[config.mk]
export PLATFORM = sky130hd
export DESIGN_NAME = cordic_iterative_engine
export DESIGN_NICKNAME = d
export VERILOG_FILES = /design/src/rtl/cordic_iterative_engine.sv
export SDC_FILE = /design/constraint.sdc
export NUM_CORES = 1
export LEC_CHECK = 0
export ABC_AREA = 1
export BUFFER_PORTS_ARGS = -buffer_cell sky130_fd_sc_hd__buf_2
export CAP_MARGIN = 20
export CELL_PAD_IN_SITES_DETAIL_PLACEMENT = 0
export CELL_PAD_IN_SITES_GLOBAL_PLACEMENT = 1
export CORE_ASPECT_RATIO = 1.75
export CORE_MARGIN = 5
export CORE_UTILIZATION = 24
export CTS_CLUSTER_SIZE = 30
export DETAILED_ROUTE_END_ITERATION = 16
export PLACE_DENSITY_LB_ADDON = 0.1
export SYNTH_ARGS = -nofsm -noshare
export SYNTH_HDL_FRONTEND = slang
export SYNTH_SLANG_ARGS = --single-unit
export TNS_END_PERCENT = 1
[constraint.sdc]
create_clock -name clk -period 6.04 [get_ports clk]
set_input_delay 0.604 -clock clk [delete_from_list [all_inputs] [get_ports clk]]
set_output_delay 0.604 -clock clk [all_outputs]
set_load 0.05 [all_outputs]
[src/rtl/cordic_iterative_engine.sv]
// Iterative CORDIC engine: one shared add/shift stage reused per micro-rotation,
// with quadrant pre-correction at load and saturated, handshaked results.
module cordic_iterative_engine #(
   parameter int WIDTH = 24,
   parameter int ITER  = 16
) (
   input  logic                    clk,
   input  logic                    reset,
   input  logic                    in_valid,
   output logic                    in_ready,
   input  logic                    mode_i,
   input  logic signed [WIDTH-1:0] x_i,
   input  logic signed [WIDTH-1:0] y_i,
   input  logic signed [WIDTH-1:0] z_i,
   output logic                    out_valid,
   input  logic                    out_ready,
   output logic signed [WIDTH-1:0] x_o,
   output logic signed [WIDTH-1:0] y_o,
   output logic signed [WIDTH-1:0] z_o
);

   localparam int XW = WIDTH + 2;
   localparam int SH = 32 - WIDTH;

   localparam logic signed [WIDTH-1:0] QUARTER     = {2'b01, {(WIDTH-2){1'b0}}};
   localparam logic signed [WIDTH-1:0] NEG_QUARTER = -QUARTER;
   localparam logic signed [WIDTH-1:0] SAT_HI      = {1'b0, {(WIDTH-1){1'b1}}};
   localparam logic signed [XW-1:0]    SAT_HI_X    = {3'b000, {(WIDTH-1){1'b1}}};
   localparam logic signed [XW-1:0]    SAT_LO_X    = -SAT_HI_X;

   typedef enum logic [1:0] {IDLE, RUN, DONE} state_t;

   // atan(2^-i) scaled so that 2^31 represents pi.
   function automatic logic [31:0] atan32(input int idx);
      logic [31:0] v;
      case (idx)
         0:  v = 32'h20000000;
         1:  v = 32'h12E4051E;
         2:  v = 32'h09FB385B;
         3:  v = 32'h051111D4;
         4:  v = 32'h028B0D43;
         5:  v = 32'h0145D7E1;
         6:  v = 32'h00A2F61E;
         7:  v = 32'h00517C55;
         8:  v = 32'h0028BE53;
         9:  v = 32'h00145F2F;
         10: v = 32'h000A2F98;
         11: v = 32'h000517CC;
         12: v = 32'h00028BE6;
         13: v = 32'h000145F3;
         14: v = 32'h0000A2F9;
         15: v = 32'h0000517C;
         16: v = 32'h000028BE;
         17: v = 32'h0000145F;
         18: v = 32'h00000A2F;
         19: v = 32'h00000517;
         20: v = 32'h0000028B;
         21: v = 32'h00000145;
         22: v = 32'h000000A2;
         23: v = 32'h00000051;
         default: v = 32'h0;
      endcase
      return v;
   endfunction

   function automatic logic signed [WIDTH-1:0] sat(input logic signed [XW-1:0] v);
      logic signed [WIDTH-1:0] r;
      r = v[WIDTH-1:0];
      if (v > SAT_HI_X)
         r = SAT_HI;
      else if (v < SAT_LO_X)
         r = -SAT_HI;
      return r;
   endfunction

   logic signed [WIDTH-1:0] atan_tab [24];

   // Table reduced to WIDTH bits with round-half-up at elaboration time.
   generate
      for (genvar gi = 0; gi < 24; gi++) begin : g_rom
         localparam logic [32:0] RAW = {1'b0, atan32(gi)};
         localparam logic [32:0] RND = (33'd1 << SH) >> 1;
         localparam logic [32:0] RED = (RAW + RND) >> SH;
         assign atan_tab[gi] = RED[WIDTH-1:0];
      end
   endgenerate

   state_t                  state_q, state_d;
   logic [4:0]              cnt_q, cnt_d;
   logic                    mode_q, mode_d;
   logic signed [XW-1:0]    x_q, x_d, y_q, y_d;
   logic signed [WIDTH-1:0] z_q, z_d;
   logic signed [WIDTH-1:0] xo_q, xo_d, yo_q, yo_d, zo_q, zo_d;

   logic                    accept;
   logic signed [XW-1:0]    x_ext, y_ext, x_ld, y_ld;
   logic signed [WIDTH-1:0] z_ld;
   logic                    d_pos;
   logic signed [XW-1:0]    x_sh, y_sh, x_it, y_it;
   logic signed [WIDTH-1:0] atan_i, z_it;

   assign in_ready  = (state_q == IDLE) || ((state_q == DONE) && out_ready);
   assign out_valid = (state_q == DONE);
   assign accept    = in_valid && in_ready;

   assign x_ext = {{2{x_i[WIDTH-1]}}, x_i};
   assign y_ext = {{2{y_i[WIDTH-1]}}, y_i};

   // Fold the operand into the right half-plane so the micro-rotations converge.
   always_comb begin
      x_ld = x_ext;
      y_ld = y_ext;
      z_ld = z_i;
      if (!mode_i) begin
         if (z_i > QUARTER) begin
            x_ld = -y_ext;
            y_ld = x_ext;
            z_ld = z_i - QUARTER;
         end else if (z_i < NEG_QUARTER) begin
            x_ld = y_ext;
            y_ld = -x_ext;
            z_ld = z_i + QUARTER;
         end
      end else if (x_i[WIDTH-1]) begin
         if (!y_i[WIDTH-1]) begin
            x_ld = y_ext;
            y_ld = -x_ext;
            z_ld = z_i + QUARTER;
         end else begin
            x_ld = -y_ext;
            y_ld = x_ext;
            z_ld = z_i - QUARTER;
         end
      end
   end

   assign d_pos  = mode_q ? y_q[XW-1] : ~z_q[WIDTH-1];
   assign x_sh   = x_q >>> cnt_q;
   assign y_sh   = y_q >>> cnt_q;
   assign atan_i = atan_tab[cnt_q];
   assign x_it   = d_pos ? (x_q - y_sh) : (x_q + y_sh);
   assign y_it   = d_pos ? (y_q + x_sh) : (y_q - x_sh);
   assign z_it   = d_pos ? (z_q - atan_i) : (z_q + atan_i);

   always_comb begin
      state_d = state_q;
      cnt_d   = cnt_q;
      mode_d  = mode_q;
      x_d     = x_q;
      y_d     = y_q;
      z_d     = z_q;
      xo_d    = xo_q;
      yo_d    = yo_q;
      zo_d    = zo_q;
      case (state_q)
         IDLE: begin
            if (accept) begin
               state_d = RUN;
               cnt_d   = '0;
               mode_d  = mode_i;
               x_d     = x_ld;
               y_d     = y_ld;
               z_d     = z_ld;
            end
         end
         RUN: begin
            x_d = x_it;
            y_d = y_it;
            z_d = z_it;
            if (cnt_q == 5'(ITER - 1)) begin
               state_d = DONE;
               xo_d    = sat(x_it);
               yo_d    = sat(y_it);
               zo_d    = z_it;
            end else begin
               cnt_d = cnt_q + 5'd1;
            end
         end
         DONE: begin
            if (accept) begin
               state_d = RUN;
               cnt_d   = '0;
               mode_d  = mode_i;
               x_d     = x_ld;
               y_d     = y_ld;
               z_d     = z_ld;
            end else if (out_ready) begin
               state_d = IDLE;
            end
         end
         default: state_d = IDLE;
      endcase
   end

   always_ff @(posedge clk or negedge reset) begin
      if (!reset) begin
         state_q <= IDLE;
         cnt_q   <= '0;
         mode_q  <= 1'b0;
         x_q     <= '0;
         y_q     <= '0;
         z_q     <= '0;
         xo_q    <= '0;
         yo_q    <= '0;
         zo_q    <= '0;
      end else begin
         state_q <= state_d;
         cnt_q   <= cnt_d;
         mode_q  <= mode_d;
         x_q     <= x_d;
         y_q     <= y_d;
         z_q     <= z_d;
         xo_q    <= xo_d;
         yo_q    <= yo_d;
         zo_q    <= zo_d;
      end
   end

   assign x_o = xo_q;
   assign y_o = yo_q;
   assign z_o = zo_q;

endmodule

==> metrics, run 1 <==
fraction of layout cells with a size suffix above 1=8.87%; CTS max path bufs=2; Critical Path Fanout Max=24; delay of the slowest critical-path stage=0.49 ns; area leader, netlist=nand2_1; WS Path Type=reg -> reg; HPWL after DPL=74800 um; via count=22044; Min-Delay Path Class=in -> reg; vias in the first global route=22282; #FFs+latches synth=156; die height=384 um; async set-or-reset flop fraction in the synthesized netlist=100%; Placed Cells incl. Taps=4381; # DRC=0; core area=0.0797 sq mm; worst skew pair latency=0.49 ns; syn nets=3466; CP arrival=5.94 ns; Slew @ Worst Pin=1.03 ns; Syn Area/Cell=5.85 sq um; FF+latch area=0.00391 sq mm; root buffer cell=clkbuf_16; main area contributors after synthesis=nand2_1 23%, dfrtp_1 20%, nand3_1 7.7%, ha_1 6.3%, o21ai_0 6.0%; Post-synth EDFFs=0; Critical Path Most Common Cell=nand2_1; post-synthesis sequential area ratio=20.3%; Port Buffers=150; mapped cell area=0.0192 sq mm; fill count=9203; status=completed; wire length per cell=21.3 um; starting DRC count in detailed routing=1454; Fin Clk Skew=0.0220 ns; initial antenna violation count=1; Slew HR=31.5%; crit end category=register; non-filler instance count after layout=4414; Placer Congestion=0.902; Std-Cell Rows=137; CP required=6.41 ns; Die Wd=224 um; NumNets Final=3536; # diodes=0; Clock Sinks=156; setup TNS=0 ns; Detailed Routing Iterations Pass 1=5; prevailing post-synth register cell=dfrtp_1; CP Launch Type=register; Max-Cap Viols=0; postcts setup bufs=0; Ys Warns=0; Area growth, synth to finish=13.4%; Clock Pin Slew Worst Setup and Hold Paths=0.08 ns; TritonCTS Buffers=17; multi-input logic area=0.0134 sq mm; DIE AREA=0.0861 sq mm; initial core utilization=24.1%; largest net degree at the start of global routing=128; fin crit share=92.3%; CTS H-tree depth=4; minimum clock period=5.57 ns; Synth Instances=3289; first-pass GRT wire length=140000 um; CTS tree=built; fin. max-slew vios=0; Synth top area share=23.4%; I/O Pins=151; CP max-delay cell=dfrtp_2; Synth cell types=53; Fin. Hold Viols=0; post-route ant nets=0; f_max=179 MHz; overall routing resource usage=21.2%; final wirelength=93800 um; DR vias/cell=4.99; Final setup viols=0; total congestion overflow=0
==> kinds of logic (layout without fill, tap and decap cells) <==
family	count (synthesis)	in the layout	share of synthesized area [%]
adders and majority gates	100	100	6.62
and+or+nand+nor	1819	1819	38.9
buffers and inverters	478	561	10.0
xor gates and xnor gates	142	142	6.47
DFF	156	156	20.3
AOI/OAI and AO/OA	594	594	17.7
==> cell usage in the layout, fill, tap and decap left out, types with 14 or more instances in the layout <==
| cell | count |
|---|---|
| inv_1 | 299 |
| nand4_1 | 32 |
| a21oi_1 | 195 |
| buf_2 | 149 |
| nor2_1 | 213 |
| a221oi_1 | 16 |
| dfrtp_1 | 152 |
| o211ai_1 | 43 |
| nor3_1 | 26 |
| xor2_1 | 104 |
| clkbuf_16 | 17 |
| nand3_1 | 295 |
| nand2_1 | 1196 |
| o221ai_1 | 18 |
| a22oi_1 | 14 |
| o21ai_0 | 231 |
| buf_4 | 58 |
| a31oi_1 | 15 |
| ha_1 | 97 |
| xnor2_1 | 36 |
==> synth_stat cells, types with 6 or more instances <==
master	count
o211ai_1	43
a221oi_1	16
inv_1	301
nor4_1	11
dfrtp_1	156
nand2_1	1197
o221ai_1	18
o21ai_0	232
xor2_1	106
clkbuf_1	112
buf_4	10
a22oi_1	14
nand4_1	32
o22ai_1	12
nor2_1	217
o21bai_1	7
buf_2	20
xnor2_1	36
o21ai_1	7
a31oi_1	15
ha_1	97
nand3b_1	10
nand2_2	6
nor3_1	26
a21oi_1	195
buf_1	17
a21oi_2	6
nand3_1	296
inv_2	6
or2_2	8
buf_6	10
o21a_1	6
==> metal layers <==
| layer | track usage (%) | vias up | wire length [um] |
|---|---|---|---|
| li1 | - | 10914 | - |
| met1 | 25.1 | 10471 | 38300 |
| met2 | 39.6 | 548 | 49400 |
| met3 | 2.15 | 109 | 2990 |
| met4 | 7.12 | 2 | 3110 |
| met5 | 0 | - | 7 |
==> metrics by stage <==
stage                     instance area (sq um)  utilization, %  setup slack, ns  hold slack, ns
after floorplan                           19200               -             1.56           0.308
after global placement                    21200            26.6            0.160           0.457
after detailed placement                  21200            26.6            0.166           0.460
after CTS                                 21800            27.3            0.127           0.326
after global routing                      21800            27.4         -0.00685           0.355
final                                     21800            27.4            0.468           0.367
==> path summary, 6_finish.rpt <==
| path | from | endpoint | slack [ns] | cells after the start |
|---|---|---|---|---|
| max | cnt_q[1]$_DFFE_PN0P_ | y_o[16]$_DFFE_PN0P_ | 0.47 | 34 |
| min | out_ready | state_q[1]$_DFFE_PN0P_ | 0.37 | 4 |
| max reg2reg | cnt_q[1]$_DFFE_PN0P_ | y_o[16]$_DFFE_PN0P_ | 0.47 | 34 |
| min reg2reg | z_o[15]$_DFFE_PN0P_ | z_o[15]$_DFFE_PN0P_ | 0.48 | 2 |
| max in group asynchronous | reset | y_o[5]$_DFFE_PN0P_ | 4.25 | 3 |
| min in group asynchronous | reset | z_o[13]$_DFFE_PN0P_ | 0.57 | 2 |
==> critical path: cells and delay by family, from the launching register on <==
| family | cells | cell delay (ns) |
|---|---|---|
| XOR/XNOR | 2 | 0.37 |
| adder cells (fa/ha/maj) | 2 | 0.51 |
| AND/OR/NAND/NOR | 17 | 1.78 |
| buffers and inverters | 8 | 1.17 |
| AO/OA/AOI/OAI | 5 | 1.07 |
| flip-flops | 1 | 0.49 |
==> repair_timing <==
item	4_1_cts	5_1_grt
setup endpoints to repair	0	47
hold buffers	1	0
endpoints found under the hold margin	26	0
resized for setup	0	13
==> final cells by class <==
class                           instances  area share, %
Clock buffer                           18           1.97
Clock inverter                         14          0.677
Inverter                              309           5.36
Multi-Input combinational cell       2655           61.6
Sequential cell                       156           17.9
Tap cell                             1042           5.98
Timing Repair Buffer                  220           6.48
==> flip-flops by register name (all words and copies together), names as in the netlist, 2 cells and up <==
signal / cells
x_o: 24
y_o: 24
y_q: 26
x_q: 26
z_o: 24
cnt_q: 5
z_q: 24
state_q: 2
Power of run 1 is not shown: default switching activity piles up to over one toggle a cycle in this logic, so the estimate is an artifact.
==> run 2, diff against run 1 <==
--- a/config.mk
+++ b/config.mk
@@ -5,7 +5,6 @@
 export SDC_FILE = /design/constraint.sdc
 export NUM_CORES = 1
 export LEC_CHECK = 0
-export ABC_AREA = 1
 export BUFFER_PORTS_ARGS = -buffer_cell sky130_fd_sc_hd__buf_2
 export CAP_MARGIN = 20
 export CELL_PAD_IN_SITES_DETAIL_PLACEMENT = 0
==> run 2 against run 1 <==
Effect of this change:
- the run now ends with negative setup slack left
- worst hold slack lost 0.21 ns
- global-route usage grew 1.4 points
- final cell count is 8.8% lower
- sequential cell count stayed put
- first-iteration DRC count down 9.1%
- via count down 4.6%
- area after synthesis is 1.6% lower
- register-to-register slack got worse by 0.50 ns
==> metrics, run 2 <==
Port Buffers=150; unrepaired setup endpoints after global routing=yes; Area growth, synth to finish=30.6%; Placed Cells incl. Taps=3978; met1 Usage GRT=23.2%; Syn Area/Cell=7.46 sq um; Placer Congestion=0.923; Ys Warns=0; TritonCTS Buffers=17; fin. max-slew vios=0; Critical Path Fanout Max=22; wire length per cell=24.5 um; most common cell after layout, fill and taps aside=buf_4; failing checks=negative setup slack; core area=0.0784 sq mm; post-synthesis sequential area ratio=20.6%; CP max-delay cell=a222oi_1; largest net degree at the start of global routing=88; post-route ant nets=0; final wirelength=98700 um; top-count cell post-synth=nand2_1; Synth top area share=20.6%; starting DRC count in detailed routing=1321; Die Wd=222 um; fraction of layout cells with a size suffix above 1=26.7%; I/O Pins=151; Post-DP Area=0.0238 sq mm; area leader, netlist=dfrtp_1; CTS H-tree depth=4; status=complete, but fails checks; root buffer cell=clkbuf_16; most frequent cells after synthesis=324 x nand2_1, 276 x nor2_1, 260 x a21oi_1; Slew @ Worst Pin=0.989 ns; CTS tree=built; main area contributors after synthesis=dfrtp_1 21%, a21oi_1 6.9%, nand2_1 6.4%, ha_1 6.4%, mux4_2 5.5%; CP Launch Type=register; die height=381 um; Synth cell types=84; crit end category=register; commonest non-fill, non-tap cells in the layout=450 x buf_4, 324 x nand2_1, 273 x nor2_1, 253 x a21oi_1, 193 x o21ai_0; delay of the slowest critical-path stage=0.58 ns; vias in the first global route=21639; Slew HR=34.0%; minimum clock period=6.07 ns; CTS max path bufs=2; Max-Cap Viols=0; fin crit share=100%; Clock Sinks=156; DR vias/cell=5.23; total congestion overflow=0; Min-Delay Path Class=in -> async; routing usage on met2=44.6%; CP arrival=6.43 ns; initial antenna violation count=3; Fin Clk Skew=0.0215 ns; fill count=8507; fin worst setup slack=-0.0278 ns; Detailed Routing Iterations Pass 1=5; mapped cell area=0.0189 sq mm; # DRC=0; GRT busiest layer=met2; syn nets=2713; worst skew pair latency=0.50 ns; Post-synth EDFFs=0; NumNets Final=3151; async set-or-reset flop fraction in the synthesized netlist=100%; DIE AREA=0.0848 sq mm; f_max=165 MHz; Clock Pin Slew Worst Setup and Hold Paths=0.08 ns; Std-Cell Rows=136; prevailing post-synth register cell=dfrtp_1; CP required=6.41 ns; HPWL after DPL=80100 um; met3 Resource Use GR=2.30%; Final setup viols=1; biggest regs=x_q x26, y_q x26; via count=21034; setup TNS=-0.0278 ns; WS Path Type=reg -> reg; Fin. Hold Viols=0; first-pass GRT wire length=145000 um; non-filler instance count after layout=4024; overall routing resource usage=22.6%; initial core utilization=24.1%; #FFs+latches synth=156; design area=0.0247 sq mm; Synth Instances=2536
-- run 2: critical path: cells and delay by family, from the launching register on --
kind,cells,cell delay [ns]
mux,3,0.93
fa+ha+maj,1,0.21
buf+inv,7,0.92
xor+xnor,2,0.54
flops,1,0.51
compound gates,10,2.44
simple gates,4,0.37
-- run 2: kinds of logic after synthesis --
family / Yosys count / share of synthesized area [%]
and+or+nand+nor: 901 / 21.7
AOI/OAI and AO/OA: 798 / 26.1
buffers and inverters: 262 / 5.64
xor gates and xnor gates: 166 / 7.83
DFF: 156 / 20.6
muxes: 153 / 11.3
adders and majority gates: 100 / 6.73
-- run 2: stage by stage --
stage	hold slack (ns)	setup WS (ns)	utilization [%]
finish	0.158	-0.0278	31.5
global route	0.211	-0.262	31.5
CTS	0.167	-0.0323	31.2
detailed placement	0.458	-0.415	30.3
global placement	0.453	-0.484	30.3
floorplan	0.308	0.167	-
-- run 2: per-layer routing --
metal  vias to the layer above  wire (um)
met5                         -         27
met3                       173       2760
met4                         4       5800
met1                     10239      35700
met2                       531      54400
li1                      10087          -
-- run 2: cell type report --
class	instances	area (sq um)	share of cell area (%)
Antenna cell	2	5.00	0.0203
Clock buffer	19	443	1.79
Clock inverter	13	108	0.436
Inverter	67	251	1.02
Multi-Input combinational cell	2118	14300	57.8
Sequential cell	156	3910	15.8
Tap cell	1035	1290	5.24
Timing Repair Buffer	614	4420	17.9
-- run 2: timing repair --
| item | 4_1_cts | 5_1_grt |
|---|---|---|
| pin swaps | 4 | 21 |
| setup buffers | 2 | 10 |
| setup endpoints to repair | 61 | 69 |
| resized for setup | 30 | 37 |
| hold buffers | 0 | 0 |
-- run 2: path summary, 6_finish.rpt --
kind | start | endpoint | slack [ns] | cells after the start
worst min register to register | z_o[20]$_DFFE_PN0P_ | z_o[20]$_DFFE_PN0P_ | 0.47 | 2
worst min-delay path | reset | x_o[0]$_DFFE_PN0P_ | 0.16 | 1
worst max-delay path | cnt_q[0]$_DFFE_PN0P_ | x_o[1]$_DFFE_PN0P_ | -0.03 | 27
worst max register to register | cnt_q[0]$_DFFE_PN0P_ | x_o[1]$_DFFE_PN0P_ | -0.03 | 27
max in group asynchronous | reset | y_o[0]$_DFFE_PN0P_ | 4.82 | 2
min in group clk | z_i[7] | z_q[7]$_DFFE_PN0P_ | 0.42 | 3
Power of run 2 is left out for the same reason.
